===== src/rtl/doa_pkg.sv =====
`default_nettype none
// ============================================================================
//  Module      : doa_pkg
//  Description : Shared constants, FSM state encoding and the microphone
//                pair lookup for the TDOA pair scheduler.
//  Revision    : 1.0 - initial release
// ============================================================================
package doa_pkg;

   localparam int          NUM_MICS     = 6;
   localparam int          NUM_PAIRS    = 15;
   localparam int          TDOA_W       = 16;
   localparam int          PAIR_IDX_W   = 4;
   // Stored in place of a TDOA when the engine never answers (most negative value)
   localparam logic [15:0] TDOA_TIMEOUT = 16'h8000;

   typedef enum logic [2:0] {
      IDLE     = 3'd0,
      REQ      = 3'd1,
      WAIT     = 3'd2,
      KICK     = 3'd3,
      WAIT_DOA = 3'd4
   } state_e;

   typedef struct packed {
      logic [2:0] a;
      logic [2:0] b;
   } mic_pair_t;

   // Pair k -> (lower mic, higher mic), enumerating i<j row by row
   function automatic mic_pair_t pair_lut(input logic [PAIR_IDX_W-1:0] k);
      mic_pair_t p;
      case (k)
         4'd0:    p = {3'd0, 3'd1};
         4'd1:    p = {3'd0, 3'd2};
         4'd2:    p = {3'd0, 3'd3};
         4'd3:    p = {3'd0, 3'd4};
         4'd4:    p = {3'd0, 3'd5};
         4'd5:    p = {3'd1, 3'd2};
         4'd6:    p = {3'd1, 3'd3};
         4'd7:    p = {3'd1, 3'd4};
         4'd8:    p = {3'd1, 3'd5};
         4'd9:    p = {3'd2, 3'd3};
         4'd10:   p = {3'd2, 3'd4};
         4'd11:   p = {3'd2, 3'd5};
         4'd12:   p = {3'd3, 3'd4};
         4'd13:   p = {3'd3, 3'd5};
         default: p = {3'd4, 3'd5};
      endcase
      return p;
   endfunction

endpackage
`default_nettype wire


===== src/rtl/tdoa_bank.sv =====
`default_nettype none
// ============================================================================
//  Module      : tdoa_bank
//  Description : One TDOA register per microphone pair, single write port,
//                all entries visible on a flat output bus.
//  Revision    : 1.0 - initial release
// ============================================================================
module tdoa_bank #(
   parameter int NUM_PAIRS = doa_pkg::NUM_PAIRS,
   parameter int TDOA_W    = doa_pkg::TDOA_W,
   parameter int IDX_W     = doa_pkg::PAIR_IDX_W
) (
   input  logic                          clk,
   input  logic                          rst_n,
   input  logic                          we_i,
   input  logic [IDX_W-1:0]              idx_i,
   input  logic [TDOA_W-1:0]             data_i,
   output logic [NUM_PAIRS*TDOA_W-1:0]   flat_o
);

   for (genvar k = 0; k < NUM_PAIRS; k++) begin : g_entry
      logic [TDOA_W-1:0] entry_q;

      // Entry holds its value until its own index is written
      always_ff @(posedge clk or negedge rst_n) begin
         if (!rst_n) begin
            entry_q <= '0;
         end else if (we_i && (idx_i == IDX_W'(k))) begin
            entry_q <= data_i;
         end
      end

      assign flat_o[k*TDOA_W +: TDOA_W] = entry_q;
   end

endmodule
`default_nettype wire


===== src/rtl/tdoa_pair_scheduler.sv =====
`default_nettype none
// ============================================================================
//  Module      : tdoa_pair_scheduler
//  Description : Walks all microphone pairs through a shared cross-correlation
//                engine, banks the TDOA results (sentinel on timeout) and then
//                launches the DOA stage once per frame.
//  Revision    : 1.0 - initial release
// ============================================================================
module tdoa_pair_scheduler #(
   parameter int NUM_PAIRS = doa_pkg::NUM_PAIRS,
   parameter int TDOA_W    = doa_pkg::TDOA_W,
   parameter int TIMEOUT   = 1024
) (
   input  logic                          clk,
   input  logic                          rst_n,
   input  logic                          frame_valid,
   output logic                          xc_req,
   output logic [2:0]                    xc_mic_a,
   output logic [2:0]                    xc_mic_b,
   input  logic                          xc_ack,
   input  logic                          xc_done,
   input  logic [TDOA_W-1:0]             xc_tdoa,
   output logic [NUM_PAIRS*TDOA_W-1:0]   tdoas_flat,
   output logic                          doa_start,
   input  logic                          doa_done,
   output logic                          busy,
   output logic                          frame_done,
   output logic                          timeout_err,
   output logic                          overrun
);

   import doa_pkg::*;

   localparam int                    CNT_W     = $clog2(TIMEOUT + 1);
   localparam logic [CNT_W-1:0]      CNT_LAST  = CNT_W'(TIMEOUT - 1);
   localparam logic [PAIR_IDX_W-1:0] LAST_PAIR = PAIR_IDX_W'(NUM_PAIRS - 1);
   localparam logic [TDOA_W-1:0]     SENTINEL  = TDOA_W'(TDOA_TIMEOUT);

   state_e                 state_q;
   logic [PAIR_IDX_W-1:0]  pair_idx_q;
   logic [CNT_W-1:0]       cnt_q;
   logic                   xc_req_q;
   logic [2:0]             mic_a_q;
   logic [2:0]             mic_b_q;
   logic                   doa_start_q;
   logic                   busy_q;
   logic                   frame_done_q;
   logic                   timeout_err_q;
   logic                   overrun_q;

   logic                   result_take;
   logic                   expired;
   logic                   bank_we;
   logic [TDOA_W-1:0]      bank_data;
   mic_pair_t              first_pair;
   mic_pair_t              next_pair;

   // A real result always beats an expiring counter in the same cycle
   assign result_take = (state_q == WAIT) && xc_done;
   assign expired     = (state_q == WAIT) && !xc_done && (cnt_q == CNT_LAST);
   assign bank_we     = result_take || expired;
   assign bank_data   = xc_done ? xc_tdoa : SENTINEL;
   assign first_pair  = pair_lut('0);
   assign next_pair   = pair_lut(pair_idx_q + PAIR_IDX_W'(1));

   // Frame sequencer: request, await result or timeout, advance, then kick DOA
   always_ff @(posedge clk or negedge rst_n) begin
      if (!rst_n) begin
         state_q       <= IDLE;
         pair_idx_q    <= '0;
         cnt_q         <= '0;
         xc_req_q      <= 1'b0;
         mic_a_q       <= 3'd0;
         mic_b_q       <= 3'd0;
         doa_start_q   <= 1'b0;
         busy_q        <= 1'b0;
         frame_done_q  <= 1'b0;
         timeout_err_q <= 1'b0;
         overrun_q     <= 1'b0;
      end else begin
         doa_start_q  <= 1'b0;
         frame_done_q <= 1'b0;
         // Any frame_valid outside IDLE is dropped, including the doa_done cycle
         overrun_q    <= frame_valid && (state_q != IDLE);

         case (state_q)
            IDLE: begin
               if (frame_valid) begin
                  state_q            <= REQ;
                  pair_idx_q         <= '0;
                  cnt_q              <= '0;
                  timeout_err_q      <= 1'b0;
                  xc_req_q           <= 1'b1;
                  {mic_a_q, mic_b_q} <= first_pair;
                  busy_q             <= 1'b1;
               end
            end
            REQ: begin
               if (xc_ack) begin
                  state_q  <= WAIT;
                  xc_req_q <= 1'b0;
                  cnt_q    <= '0;
               end
            end
            WAIT: begin
               if (bank_we) begin
                  if (expired) begin
                     timeout_err_q <= 1'b1;
                  end
                  if (pair_idx_q == LAST_PAIR) begin
                     state_q     <= KICK;
                     doa_start_q <= 1'b1;
                  end else begin
                     state_q            <= REQ;
                     pair_idx_q         <= pair_idx_q + PAIR_IDX_W'(1);
                     xc_req_q           <= 1'b1;
                     {mic_a_q, mic_b_q} <= next_pair;
                  end
               end else begin
                  cnt_q <= cnt_q + CNT_W'(1);
               end
            end
            KICK: begin
               state_q <= WAIT_DOA;
            end
            WAIT_DOA: begin
               if (doa_done) begin
                  state_q      <= IDLE;
                  frame_done_q <= 1'b1;
                  busy_q       <= 1'b0;
               end
            end
            default: begin
               state_q  <= IDLE;
               xc_req_q <= 1'b0;
               busy_q   <= 1'b0;
            end
         endcase
      end
   end

   tdoa_bank #(
      .NUM_PAIRS (NUM_PAIRS),
      .TDOA_W    (TDOA_W),
      .IDX_W     (PAIR_IDX_W)
   ) u_bank (
      .clk    (clk),
      .rst_n  (rst_n),
      .we_i   (bank_we),
      .idx_i  (pair_idx_q),
      .data_i (bank_data),
      .flat_o (tdoas_flat)
   );

   assign xc_req      = xc_req_q;
   assign xc_mic_a    = mic_a_q;
   assign xc_mic_b    = mic_b_q;
   assign doa_start   = doa_start_q;
   assign busy        = busy_q;
   assign frame_done  = frame_done_q;
   assign timeout_err = timeout_err_q;
   assign overrun     = overrun_q;

endmodule
`default_nettype wire


===== config.mk =====
export PLATFORM = sky130hd
export DESIGN_NAME = tdoa_pair_scheduler
export DESIGN_NICKNAME = d
export VERILOG_FILES = /design/src/rtl/doa_pkg.sv /design/src/rtl/tdoa_bank.sv /design/src/rtl/tdoa_pair_scheduler.sv
export SDC_FILE = /design/constraint.sdc
export NUM_CORES = 1
export LEC_CHECK = 0
export ABC_AREA = 0
export BUFFER_PORTS_ARGS = -buffer_cell sky130_fd_sc_hd__buf_2
export CAP_MARGIN = 25
export CORE_UTILIZATION = 49
export DETAILED_ROUTE_END_ITERATION = 6
export PLACE_DENSITY = 0.81
export SLEW_MARGIN = 20
export SYNTH_ARGS = -nofsm -noshare
export SYNTH_HDL_FRONTEND = slang
export SYNTH_SLANG_ARGS = --single-unit

===== constraint.sdc =====
create_clock -name clk -period 5.3 [get_ports clk]
set_input_delay 0.53 -clock clk [delete_from_list [all_inputs] [get_ports clk]]
set_output_delay 0.53 -clock clk [all_outputs]
set_load 0.005 [all_outputs]

==> results of run 1 <==
==> final cells by class <==
| cell class | instances | area [um^2] | area share (%) |
|---|---|---|---|
| Timing Repair Buffer | 285 | 1490 | 11.7 |
| Tap cell | 270 | 338 | 2.65 |
| Multi-Input combinational cell | 650 | 3140 | 24.6 |
| Clock inverter | 12 | 168 | 1.32 |
| Inverter | 24 | 90.1 | 0.707 |
| Sequential cell | 270 | 6760 | 53.0 |
| Clock buffer | 37 | 763 | 5.99 |
==> through the flow <==
step | util (%) | instance area, um^2
final | 62.6 | 12700
after global routing | 62.6 | 12700
after global placement | 57.7 | 11800
after floorplan | - | 10300
after CTS | 62.3 | 12700
after detailed placement | 57.8 | 11800
==> path summary, 6_finish.rpt <==
path | startpoint | to | cells after the start | slack, ps
max | cnt_q[0]$_DFFE_PN0P_ | u_bank.g_entry[5].entry_q[4]$_DFFE_PN0P_ | 5 | 2200
min | rst_n | busy$_DFFE_PN0P_ | 1 | 70
max reg2reg | cnt_q[0]$_DFFE_PN0P_ | u_bank.g_entry[5].entry_q[4]$_DFFE_PN0P_ | 5 | 2200
min reg2reg | u_bank.g_entry[9].entry_q[0]$_DFFE_PN0P_ | u_bank.g_entry[9].entry_q[0]$_DFFE_PN0P_ | 2 | 470
max in group asynchronous | rst_n | u_bank.g_entry[0].entry_q[0]$_DFFE_PN0P_ | 2 | 3920
min in group clk | doa_done | state_q[2]$_DFFE_PN0P_ | 2 | 220
==> flip-flops by register name, indices dropped and copies added, names as in the netlist <==
| name | count |
|---|---|
| timeout_err | 1 |
| xc_req | 1 |
| frame_done | 1 |
| u_bank.g_entry.entry_q | 240 |
| doa_start | 1 |
| overrun | 1 |
| cnt_q | 11 |
| busy | 1 |
| pair_idx_q | 4 |
| xc_mic_b | 3 |
| state_q | 3 |
| xc_mic_a | 3 |
==> power by group <==
group          switching (mW)  internal, mW  total (mW)
clock network           0.773          1.20        1.98
registers               0.145          2.27        2.42
logic                   0.449         0.274       0.723
==> critical path, cell delays in order (launching register included) <==
cell and delay (ps):
sky130_fd_sc_hd__dfrtp_1 400, sky130_fd_sc_hd__ha_1 260, sky130_fd_sc_hd__nand4_2 190, sky130_fd_sc_hd__o31ai_4 750, sky130_fd_sc_hd__nand3_1 910, sky130_fd_sc_hd__o21ai_0 460
==> cells by family (layout without fill, tap and decap cells) <==
family | count (synthesis) | count (layout)
simple gates | 346 | 346
compound gates | 292 | 292
flops | 270 | 270
buf+inv | 100 | 358
fa+ha+maj | 8 | 8
xor+xnor | 2 | 2
mux | 2 | 2
==> cell usage in the layout, fill, tap and decap left out, types with 2 or more instances in the layout <==
| cell | netlist | layout |
|---|---|---|
| sky130_fd_sc_hd__nand4_1 | 5 | 5 |
| sky130_fd_sc_hd__o21ai_0 | 260 | 259 |
| sky130_fd_sc_hd__a31oi_1 | 3 | 3 |
| sky130_fd_sc_hd__ha_1 | 8 | 8 |
| sky130_fd_sc_hd__nor2_1 | 22 | 20 |
| sky130_fd_sc_hd__and2_1 | 4 | 4 |
| sky130_fd_sc_hd__mux2i_1 | 2 | 2 |
| sky130_fd_sc_hd__nor2b_1 | 4 | 4 |
| sky130_fd_sc_hd__a2111oi_0 | 2 | 2 |
| sky130_fd_sc_hd__clkbuf_1 | 66 | 5 |
| sky130_fd_sc_hd__o41ai_1 | 4 | 4 |
| sky130_fd_sc_hd__buf_4 | 1 | 7 |
| sky130_fd_sc_hd__nor4_1 | 2 | 2 |
| sky130_fd_sc_hd__clkinv_2 | 0 | 6 |
| sky130_fd_sc_hd__nand3b_1 | 4 | 4 |
| sky130_fd_sc_hd__buf_6 | 0 | 4 |
| sky130_fd_sc_hd__buf_2 | 9 | 272 |
| sky130_fd_sc_hd__nand2b_1 | 2 | 2 |
| sky130_fd_sc_hd__clkbuf_8 | 0 | 5 |
| sky130_fd_sc_hd__a21oi_1 | 7 | 7 |
| sky130_fd_sc_hd__nor3_1 | 4 | 4 |
| sky130_fd_sc_hd__and3_1 | 2 | 2 |
| sky130_fd_sc_hd__bufinv_16 | 0 | 4 |
| sky130_fd_sc_hd__nand3_1 | 31 | 30 |
| sky130_fd_sc_hd__clkbuf_16 | 0 | 27 |
| sky130_fd_sc_hd__inv_1 | 24 | 24 |
| sky130_fd_sc_hd__o31ai_1 | 6 | 6 |
| sky130_fd_sc_hd__dfrtp_1 | 270 | 270 |
| sky130_fd_sc_hd__nand4_2 | 3 | 3 |
| sky130_fd_sc_hd__nand2_1 | 261 | 261 |
| sky130_fd_sc_hd__a21o_1 | 2 | 2 |
==> metal layers <==
layer / global-route usage (%) / vias to the layer above
met4: 8.85 / 0
met2: 42.1 / 276
met5: 0 / -
li1: - / 3885
met3: 4.78 / 49
met1: 35.2 / 3999
==> impl_metrics.toml, run 1 <==
[drt]
drtPass1Iterations = 5
routedLengthMet1_um = 11900
ant_nets = 0
dr_wl_met3_um = 1810
avgRoutedWirePerCell_um = 18.0
detail_route.wirelength_um = 27800
detailed_router_s_first_iteration_violation_count = 467
drc = 0
top_layer_used = "met4"
dr_total_vias = 8209
route.met2.wl_um = 13400
routed_via_density = 5.30

[yosys]
synth.mux.area_fraction_pct = 0.195
synth_seq_area_share_pct = 65.8
synth_area_per_cell_um2 = 10.1
post_synth_fa_ha_maj_area_fraction_pct = 0.975
dominant_combinational_cell_family_by_area_after_synthesis = "compound AO/OA/AOI/OAI gates"
post_synth_xor_area_fraction_pct = 0.171
synth_compound_area_share_pct = 15.1
synth_fp_nets = 1050
synth_warnings = 0
syn-instance-count = 1020
yosys-top-cells-area = "sky130_fd_sc_hd__dfrtp_1 (66%), sky130_fd_sc_hd__o21ai_0 (13%), sky130_fd_sc_hd__nand2_1 (9.5%)"
yosys-top-cells-count = "sky130_fd_sc_hd__dfrtp_1 (270), sky130_fd_sc_hd__nand2_1 (261), sky130_fd_sc_hd__o21ai_0 (260), sky130_fd_sc_hd__clkbuf_1 (66), sky130_fd_sc_hd__nand3_1 (31)"
synth_largest_type_area_fraction_pct = 65.8
synth.ff_latch_count = 270
synthDominantAreaCellType = "sky130_fd_sc_hd__dfrtp_1"
simple_gate_area_share_of_the_yosys_netlist_pct = 14.0
synth_edf_count = 0
mappedNetlistArea_um2 = 10300
post-synth-top-count-cell = "sky130_fd_sc_hd__dfrtp_1"
synth_cell_types = 38
async_reset_ff_share_pct = 100
synthFlopType = "sky130_fd_sc_hd__dfrtp_1"

[timing]
tightestPinTransition_ps = 998
finalHoldViolations = 0
fin_hold_ws_ps = 71.5
fin_crit_sh_pct = 58.5
setup_ws_ps = 2200
fmax_ghz = 0.322
setup-tns-final_ps = 0
slew_headroom_pct = 33.3
setup_viol_count_final = 0
drv_slew = 0
final_period_minus_worst_setup_slack_ps = 3100
rsz0062_at_grt = "false"
finalClockSkew_ps = 8.76

[grt]
global_route.usage.total_pct = 25.9
globalRoute.totalOverflow = 0
grt_max_degree = 144
initial_antenna_violation_count = 1
grt_pass1_vias = 7697
global_route_wire_length_before_repair_um = 43200

[clock_tree]
numCtsBuffers = 27
postCtsSetupBuffers = 0
cts.hold.buffers_added = 0
clock_path_buffers = 3
tritoncts = "done"
worstSkewPairLatency_ps = 520
cts_num_sinks = 270
cts.reportedPaths.clkPinSlew_ps = 60
clock_tree.root_cell = "sky130_fd_sc_hd__clkbuf_16"
cts_htree_levels = 1
cts_resized = 0

[critical_path]
path_max_fanout = 32
critPathKind = "reg2reg"
critical_path.startpoint_type = "flip-flop"
endpoint_kind = "flip-flop"
worst-endpoint-required_ps = 5710
cp.arrival_ps = 3510

[floorplan]
fp.dieArea_um2 = 21500
placement_rows = 52
die_width_um = 147
design.portCount = 274
chipHeight_um = 147
start_util_pct = 50.4
core_area_um2 = 20400

[placed_design]
io_buffers = 273
dp_hpwl_um = 18300
placed_cells = 1495
setup_ws_pre_cts_ps = 2180
globalplace.congestion = 0.873

[job]
max_capacitance_violation_count = 0

[finish]
syn_to_final_growth_pct = 24.1
drive_gt1_share_pct = 26.4
antenna-diode-count = 0
fill_cells = 1665
fin_nets = 1288
instances_no_fill = 1548

[hold_path]
timing.hold.worst.class = "in2async"

[power]
power.static_leakage_nw = 6.65
power_dens_cells_nw_per_um2 = 401
report.power.total_mw = 5.12
vdd.ir_drop.worst_uv = 199

[run_status]
outcome = "finished clean"
(Power assumes the default switching activity.)
==> run 2, diff against run 1 <==
==> constraint.sdc (replaced) <==
create_clock -name clk -period 3 [get_ports clk]
set_input_delay 0.3 -clock clk [delete_from_list [all_inputs] [get_ports clk]]
set_output_delay 0.3 -clock clk [all_outputs]
set_load 0.005 [all_outputs]
==> impl_metrics.toml, run 2 (synthesis gave the netlist of run 1 again) <==
[clock_tree]
clock_path_buffers = 3
numCtsBuffers = 27
clock_tree.root_cell = "sky130_fd_sc_hd__clkbuf_16"
cts_num_sinks = 270
worstSkewPairLatency_ps = 530
cts_htree_levels = 1
cts.hold.buffers_added = 2
cts.reportedPaths.clkPinSlew_ps = 60
tritoncts = "done"
cts_resized = 0
postCtsSetupBuffers = 0

[critical_path]
reg2reg_setup_slack_ps = 640
critPathLaunch = "cnt_q[0]$_DFFE_PN0P_"
critPathSlowestCell = "sky130_fd_sc_hd__o31ai_4"
critPathKind = "reg2reg"
critical_path_max_stage_delay_ps = 680
path_max_fanout = 32
endpoint_kind = "flip-flop"
timing.reg2reg.worst_path_depth = 7
reg2reg_to = "u_bank.g_entry[13].entry_q[6]$_DFFE_PN0P_"
worstPathBufferInverterCount = 1
worst_reg2reg_path_startpoint = "cnt_q[0]$_DFFE_PN0P_"
cp_top_delay_family = "compound AO/OA/AOI/OAI gates"
cp.arrival_ps = 2730
crit_path_cell_trace = "ha_1, nand4_2, o31ai_4, nand4_1, buf_4, nand2_1, o21ai_0"
critical_path.startpoint_type = "flip-flop"
worst-endpoint-required_ps = 3370

[floorplan]
start_util_pct = 50.4
die_width_um = 147
design.portCount = 274
chipHeight_um = 147
fp.dieArea_um2 = 21500
placement_rows = 52
core_area_um2 = 20400

[grt]
grt_max_degree = 98
global_route_wire_length_before_repair_um = 44300
global_route.usage.total_pct = 26.4
initial_antenna_violation_count = 3
globalRoute.totalOverflow = 0
grt_pass1_vias = 7971

[timing]
fin_crit_sh_pct = 78.7
finalClockSkew_ps = 9.33
setup_ws_ps = 638
slew_headroom_pct = 36.3
setup-tns-final_ps = 0
finalHoldViolations = 0
drv_slew = 0
tightestPinTransition_ps = 953
final_period_minus_worst_setup_slack_ps = 2360
setup_viol_count_final = 0
rsz0062_at_grt = "false"
fmax_ghz = 0.423

[power]
power.switching_fraction_pct = 26.9
total_switching_power_mw = 2.44
report.power.total_mw = 9.09
p_clk_share_pct = 38.8
p_comb_share_pct = 14.5
power_dens_cells_nw_per_um2 = 706
power_report.internal_total_mw = 6.65
power.static_leakage_nw = 6.72
vdd.ir_drop.worst_uv = 421
pwr-share-seq_pct = 46.8

[hold_path]
timing.hold.worst.class = "in2reg"
min_path_cells = 3
timing.hold.worst.start = "xc_tdoa[9]"
hold_path_end = "u_bank.g_entry[3].entry_q[9]$_DFFE_PN0P_"

[drt]
detailed_router_s_first_iteration_violation_count = 412
routed_via_density = 5.30
detail_route.wirelength_um = 28100
dr_total_vias = 8297
drc = 0
ant_nets = 0
avgRoutedWirePerCell_um = 18.0
drtPass1Iterations = 5

[finish]
fin_nets = 1304
antenna-diode-count = 0
instances_no_fill = 1565
mostFrequentLayoutCells = "sky130_fd_sc_hd__buf_2 (272), sky130_fd_sc_hd__dfrtp_1 (270), sky130_fd_sc_hd__nand2_1 (261), sky130_fd_sc_hd__o21ai_0 (259), sky130_fd_sc_hd__nand3_1 (31)"
fill_cells = 1630
syn_to_final_growth_pct = 25.3
number_of_flip_flops_under_the_largest_register_name = 240
regMostFlops = "u_bank.g_entry.entry_q"
final_common_cell = "sky130_fd_sc_hd__buf_2"
biggestRegsByFlops = "u_bank.g_entry.entry_q: 240 flops, cnt_q: 11 flops, pair_idx_q: 4 flops"
drive_gt1_share_pct = 26.9

[placed_design]
setup_ws_pre_cts_ps = 689
io_buffers = 273
globalplace.congestion = 0.845
dp_hpwl_um = 18900
placed_cells = 1513

[run_status]
outcome = "finished clean"

[job]
max_capacitance_violation_count = 0
## run 2: cell types whose count changed in the layout (fill, tap and decap cells not counted), sizes merged
cell         delta
buf            +14
dlygate4sd3     +2
clkinvlp        +1
clkinv          -1
clkbuf          +1
## run 2: through the flow
step	cell area, um^2	hold slack [ps]	utilization, %
2_1_floorplan	10300	4.41	-
6_report	12900	28.9	63.2
5_1_grt	12900	14.5	63.2
3_3_place_gp	11900	393	58.5
3_5_place_dp	11900	403	58.5
4_1_cts	12900	11.8	63.2
## run 2: final cells by class
| cell class | instances | area [um^2] | share of cell area [%] |
|---|---|---|---|
| clock inverter | 12 | 166 | 1.29 |
| timing repair buffer | 301 | 1630 | 12.7 |
| sequential | 270 | 6760 | 52.5 |
| inverter | 24 | 90.1 | 0.700 |
| multi-input combinational | 650 | 3130 | 24.3 |
| clock buffer | 38 | 767 | 5.96 |
| tap | 270 | 338 | 2.62 |
## run 2: worst max-delay path by stage
stage | to | slack [ps] | cells past startpoint
finish | u_bank.g_entry[13].entry_q[6]$_DFFE_PN0P_ | 640 | 7
global route | xc_mic_a[1]$_DFFE_PN0P_ | 350 | 7
CTS | xc_mic_a[1]$_DFFE_PN0P_ | 670 | 7
detailed placement | u_bank.g_entry[1].entry_q[0]$_DFFE_PN0P_ | 690 | 7
global placement | xc_mic_a[1]$_DFFE_PN0P_ | 710 | 7
floorplan | xc_mic_a[1]$_DFFE_PN0P_ | 960 | 7
## run 2: per-layer routing
metal,part of all wire (%),GRT usage (%),vias up
li1,-,-,3922
met1,42,35.7,3993
met2,47,43.3,320
met3,7.4,5.19,62
met4,3.0,8.18,0
met5,0,0,-
## run 2: power groups by stage
stage	sequential [mW]	combinational (mW)	clock, mW
6_report	4.25	1.31	3.52
5_1_grt	4.30	1.47	3.72
4_1_cts	4.25	1.33	3.58
3_5_place_dp	4.31	1.32	0
3_3_place_gp	4.29	1.28	0
2_1_floorplan	4.31	0.612	0
## run 2: worst register-to-register path, delay by kind of cell, from the launching register on
kind / cells / cell delay (ps)
AO/OA/AOI/OAI: 2 / 780
AND/OR/NAND/NOR: 3 / 510
flip-flops: 1 / 400
buffers and inverters: 1 / 270
adder cells (fa/ha/maj): 1 / 250
